`config.mk`:
```
export PLATFORM = sky130hd
export DESIGN_NAME = huffman_decoder
export DESIGN_NICKNAME = d
export VERILOG_FILES = /design/src/rtl/huffman_decoder.sv
export SDC_FILE = /design/constraint.sdc
export NUM_CORES = 1
export LEC_CHECK = 0
export CAP_MARGIN = 20
export CORE_MARGIN = 1
export CORE_UTILIZATION = 46
export DETAILED_ROUTE_END_ITERATION = 8
export PLACE_DENSITY = 0.77
export SLEW_MARGIN = 5
export SYNTH_ARGS = -nofsm -noshare
export SYNTH_HDL_FRONTEND = slang
export SYNTH_SLANG_ARGS = --single-unit
```
`constraint.sdc`:
```
create_clock -name Clk_in -period 3.15 [get_ports Clk_in]
set_input_delay 0.315 -clock Clk_in [delete_from_list [all_inputs] [get_ports Clk_in]]
set_output_delay 0.315 -clock Clk_in [all_outputs]
set_load 0.005 [all_outputs]
```
`src/rtl/huffman_decoder.sv`:
```
// Serial Huffman tree-walking decoder: one code bit per clock in, one 4-bit
// symbol out, valid/ready on both sides, sticky error on bad tree or overlong code.
module huffman_decoder #(
  parameter int unsigned MAX_DEPTH = 9,
  parameter int unsigned CNT_W     = 16
) (
  input  logic             Clk_in,
  input  logic             n_Rst,
  input  logic             Load_tree,
  input  logic [14:0]      Tree0,
  input  logic [14:0]      Tree1,
  input  logic [14:0]      Tree2,
  input  logic [14:0]      Tree3,
  input  logic [14:0]      Tree4,
  input  logic [14:0]      Tree5,
  input  logic [14:0]      Tree6,
  input  logic [14:0]      Tree7,
  input  logic [4:0]       Root_left,
  input  logic [4:0]       Root_right,
  input  logic             Bit_in,
  input  logic             Bit_valid,
  output logic             Bit_ready,
  output logic [3:0]       Sym_out,
  output logic [3:0]       Code_len,
  output logic             Sym_valid,
  input  logic             Sym_ready,
  output logic [CNT_W-1:0] Sym_cnt,
  output logic             Err
);

  typedef enum logic [1:0] {IDLE, WALK, ERR} state_t;

  state_t           state_q;
  logic [9:0]       table_q [8];
  logic [4:0]       root_l_q, root_r_q, node_q;
  logic [3:0]       depth_q, sym_q, len_q;
  logic             sym_valid_q, err_q;
  logic [CNT_W-1:0] cnt_q;

  logic [2:0] idx;
  logic [9:0] entry;
  logic [4:0] next_node;
  logic [3:0] depth_inc;
  logic       is_leaf, is_internal, accept;

  // Parent fields are carried on the bus for the builder's benefit only.
  logic unused_parents;
  assign unused_parents = ^{Tree0[14:10], Tree1[14:10], Tree2[14:10], Tree3[14:10],
                            Tree4[14:10], Tree5[14:10], Tree6[14:10], Tree7[14:10]};

  always_comb begin
    idx       = 3'(node_q - 5'd10);
    entry     = table_q[idx];
    next_node = '0;
    if (depth_q == '0) next_node = Bit_in ? root_r_q : root_l_q;
    else               next_node = Bit_in ? entry[4:0] : entry[9:5];
    is_leaf     = (next_node < 5'd10);
    is_internal = (next_node >= 5'd10) && (next_node < 5'd18);
    depth_inc   = depth_q + 4'd1;
    Bit_ready   = (state_q == WALK) && !Load_tree && (!sym_valid_q || Sym_ready);
    accept      = Bit_valid && Bit_ready;
  end

  always_ff @(posedge Clk_in or negedge n_Rst) begin
    if (!n_Rst) begin
      state_q     <= IDLE;
      for (int unsigned i = 0; i < 8; i++) table_q[i] <= '0;
      root_l_q    <= '0;
      root_r_q    <= '0;
      node_q      <= '0;
      depth_q     <= '0;
      sym_q       <= '0;
      len_q       <= '0;
      sym_valid_q <= 1'b0;
      err_q       <= 1'b0;
      cnt_q       <= '0;
    end else begin
      if (sym_valid_q && Sym_ready) begin
        sym_valid_q <= 1'b0;
        cnt_q       <= cnt_q + 1'b1;
      end
      if (Load_tree) begin
        table_q[0] <= Tree0[9:0];
        table_q[1] <= Tree1[9:0];
        table_q[2] <= Tree2[9:0];
        table_q[3] <= Tree3[9:0];
        table_q[4] <= Tree4[9:0];
        table_q[5] <= Tree5[9:0];
        table_q[6] <= Tree6[9:0];
        table_q[7] <= Tree7[9:0];
        root_l_q   <= Root_left;
        root_r_q   <= Root_right;
        node_q     <= '0;
        depth_q    <= '0;
        err_q      <= 1'b0;
        state_q    <= WALK;
      end else begin
        case (state_q)
          WALK: begin
            if (accept) begin
              // A new leaf overrides the clear above, keeping Sym_valid high.
              if (is_leaf) begin
                sym_q       <= next_node[3:0];
                len_q       <= depth_inc;
                sym_valid_q <= 1'b1;
                node_q      <= '0;
                depth_q     <= '0;
              end else if (is_internal && (depth_inc < 4'(MAX_DEPTH))) begin
                node_q  <= next_node;
                depth_q <= depth_inc;
              end else begin
                err_q   <= 1'b1;
                state_q <= ERR;
              end
            end
          end
          default: ;
        endcase
      end
    end
  end

  assign Sym_out   = sym_q;
  assign Code_len  = len_q;
  assign Sym_valid = sym_valid_q;
  assign Sym_cnt   = cnt_q;
  assign Err       = err_q;

endmodule

```
==> metrics.cfg, run 1 <==
[run_status]
status=finished, violations left
violations=negative hold slack

[synth]
synth-seq-cells=124
synth-async-reset-ratio=1.000
ys_types=55
syn_area_mm2=0.005796
post-synth-top-count-cell=dfrtp_1
synthFlopType=dfrtp_1
synth_top_family_by_area=multiplexers
synth-xor-area-share=0.02267
synth_compound_gate_area_share=0.05937
yosysSeqAreaShare=0.5354
synth_simple_gate_area_frac=0.06779
yosysTopAreaCell=dfrtp_1
yosys_warnings=0
synthAdderAreaFrac=0.006477
synthTopCellsByArea=dfrtp_1 54%, mux2_2 18%, mux4_2 3.9%
synth.avg_cell_area_um2=13.67
synth_common_cells=124 x dfrtp_1, 93 x mux2_2, 25 x nand2_1
yosysTopAreaCellShare=0.5354
synth_mux_area_frac=0.2811
synth_edf_count=0
syn-instance-count=424
synth_fp_nets=563

[sta]
relSlewSlack=0.4668
finalMaxSlewViolations=0
min_period_over_period=0.9031
whs_ns=-0.03581
setup_tns_ns=0
finalHoldViolCount=18
finalClockSkew_ns=0.007139
rsz0062_at_grt=false
period_needed_ns=2.845
worst_pin_slew_ns=0.7998
timing.fmax_mhz=351.5
setup_violations=0

[cts]
cts_setup_buffers=0
clockBufferDepth=2
clk_pin_slew_ns=0.05
insertion_delay_ns=0.42
cts_tree=built
cts-root-buf=clkbuf_16
htreeDepth=4
cts.sinks=124
cts_made_buffers=17

[global_route]
use_met1=0.2495
grt_overflow=0
grt_use_met2=0.3523
gr-usage-met3=0.07729
grt_pass1_wl_um=20200
antenna_found_initial=0
first_global_vias=4054
grt_max_degree=64
busiest_layer=met2
grt_usage=0.2092

[die]
dieArea_mm2=0.01305
fp.coreArea_mm2=0.01216
die_y_um=114.2
initial_core_util=0.4765
die_x_um=114.2
boundaryPins=163
row_count=40

[route]
first_pass_iters=4
ant_nets=0
routedWlPerCell_um=17.38
route.detailed.vias_per_inst=5.343
via_count=3911
routed_wl_um=12720
drt_iter0_drc=236
drc=0

[min_path]
hp-class=input pin to async pin

[setup_path]
path_buf_inv=2
critPathMaxFanout=24
critical-path-top-delay-family=simple AND/OR/NAND/NOR gates
critPathCaptureType=flip-flop
critPathArrivalTime_ns=3.14
critPathLaunchType=flip-flop
crit_top_cell=nor2_1
slowest_delay_ns=0.53
required_ns=3.44
r2r_slack_ns=0.31
crit_type=flip-flop to flip-flop
cp_cell_sequence=buf_12 -> mux2i_1 -> nor2_1 -> nor4b_1 -> buf_4 -> a2bb2oi_2 -> nor2_1 -> or3_4 -> mux2_4
cpMaxStageDelayCell=dfrtp_2

[power]
irDropWorstVdd_v=0.0004338
power.leakage_nw=3.173
p_per_area_mw_per_mm2=606.4

[final_layout]
finalNonFillerCells=732
antennaDiodeCount=0
syn_to_final_growth_pct=33.79
final_core_util=0.6376
drive_gt1_frac=0.2837
nets=691
n_fill_cell=945

[place]
dp_hpwl_um=9076
io_buffers=122
place.gp.congestion=0.7936
placedCellCount=701

[flow_run]
cap_violations=0

[report_power, final]
group	switching, mW	internal [mW]
clock	0.678	1.24
combinational	0.335	0.539
sequential	0.133	1.78
[flip-flops by register name, indices dropped and copies added (netlist names)]
register / count
table_q: 80
Sym_cnt: 16
root_l_q: 5
root_r_q: 5
Code_len: 4
Sym_out: 4
depth_q: 4
node_q: 3
state_q: 2
Sym_valid: 1
[layout make-up]
class                   count  area (um^2)  share of cell area
inverters                   5        18.77            0.002421
clock buffers              24        491.7             0.06342
well taps                 168        210.2             0.02711
repair buffers            130         1301              0.1678
multi-input cells         274         2540              0.3276
flip-flops and latches    124         3104              0.4004
clock inverters             7        87.58             0.01130
[repair_timing]
item                                    4_1_cts  5_1_grt
endpoints found under the hold margin         0        0
hold buffers                                  0        0
resized for setup                             0        1
endpoints found under the setup margin        0        8
[worst paths after layout]
check                              end  cells after the start         from
min in group Clk_in        Sym_cnt[15]                      1  Sym_cnt[15]
min reg2reg                Sym_cnt[15]                      1  Sym_cnt[15]
max reg2reg                Code_len[3]                      9    node_q[0]
min                        Sym_cnt[11]                      1        n_Rst
max in group asynchronous  table_q[16]                      2        n_Rst
max                        Code_len[3]                      9    node_q[0]
[placed cells by master (no fill, tap or decap), drive strengths merged, types with 3 or more instances in the layout]
cell,n
a21oi,5
a221oi,4
a22o,4
and2,4
buf,10
clkbuf,24
clkdlybuf4s50,120
clkinv,4
dfrtp,124
ha,3
inv,5
mux2,103
mux2i,21
mux4,10
nand2,25
nand2b,3
nand3,6
nand4,5
nor2,11
nor3,8
o21ai,10
o22ai,4
or3,3
xnor2,13
[layer usage]
| metal | wire length [um] | part of all wire |
|---|---|---|
| met5 | 0 | 0 |
| met4 | 130 | 0.010 |
| met3 | 934 | 0.073 |
| met2 | 6272 | 0.49 |
| met1 | 5383 | 0.42 |
[through the flow]
step	area (um^2)	power [mW]	setup slack [ns]	hold slack [ns]
2_1_floorplan	5796	2.408	0.4886	0.01941
3_3_place_gp	7169	2.783	0.1254	0.4425
3_5_place_dp	7169	2.817	0.07062	0.4565
4_1_cts	7749	4.736	0.09883	0.01546
5_1_grt	7754	4.892	0.1605	0.04290
6_report	7754	4.702	0.3051	-0.03581
[kinds of logic after synthesis]
logic type,count (synthesis)
flip-flops,124
multiplexers,134
AND/OR/NAND/NOR,78
XOR/XNOR,15
AO/OA/AOI/OAI,44
buffers and inverters,26
adder cells (fa/ha/maj),3
[worst reg2reg max path: stages (launching register included)]
cell       delay (ns)
dfrtp_2          0.53
buf_12           0.25
mux2i_1          0.28
nor2_1           0.09
nor4b_1          0.33
buf_4            0.18
a2bb2oi_2        0.18
nor2_1           0.08
or3_4            0.48
mux2_4           0.33
(Power assumes the default switching activity.)
==> run 2, diff against run 1 <==
--- a/config.mk
+++ b/config.mk
@@ -10,7 +10,7 @@
 export CORE_UTILIZATION = 46
 export DETAILED_ROUTE_END_ITERATION = 8
 export PLACE_DENSITY = 0.77
-export SLEW_MARGIN = 5
+export SKIP_LAST_GASP = 1
 export SYNTH_ARGS = -nofsm -noshare
 export SYNTH_HDL_FRONTEND = slang
 export SYNTH_SLANG_ARGS = --single-unit
==> results of run 2 <==
Same layout as run 1: the final DEF is identical, and so are final timing and power.
==> run 3, diff against run 2 <==
--- a/config.mk
+++ b/config.mk
@@ -5,7 +5,7 @@
 export SDC_FILE = /design/constraint.sdc
 export NUM_CORES = 1
 export LEC_CHECK = 0
-export CAP_MARGIN = 20
+export CAP_MARGIN = 40
 export CORE_MARGIN = 1
 export CORE_UTILIZATION = 46
 export DETAILED_ROUTE_END_ITERATION = 8
==> results of run 3 <==
Same layout as run 1: the final DEF is identical, and so are final timing and power.
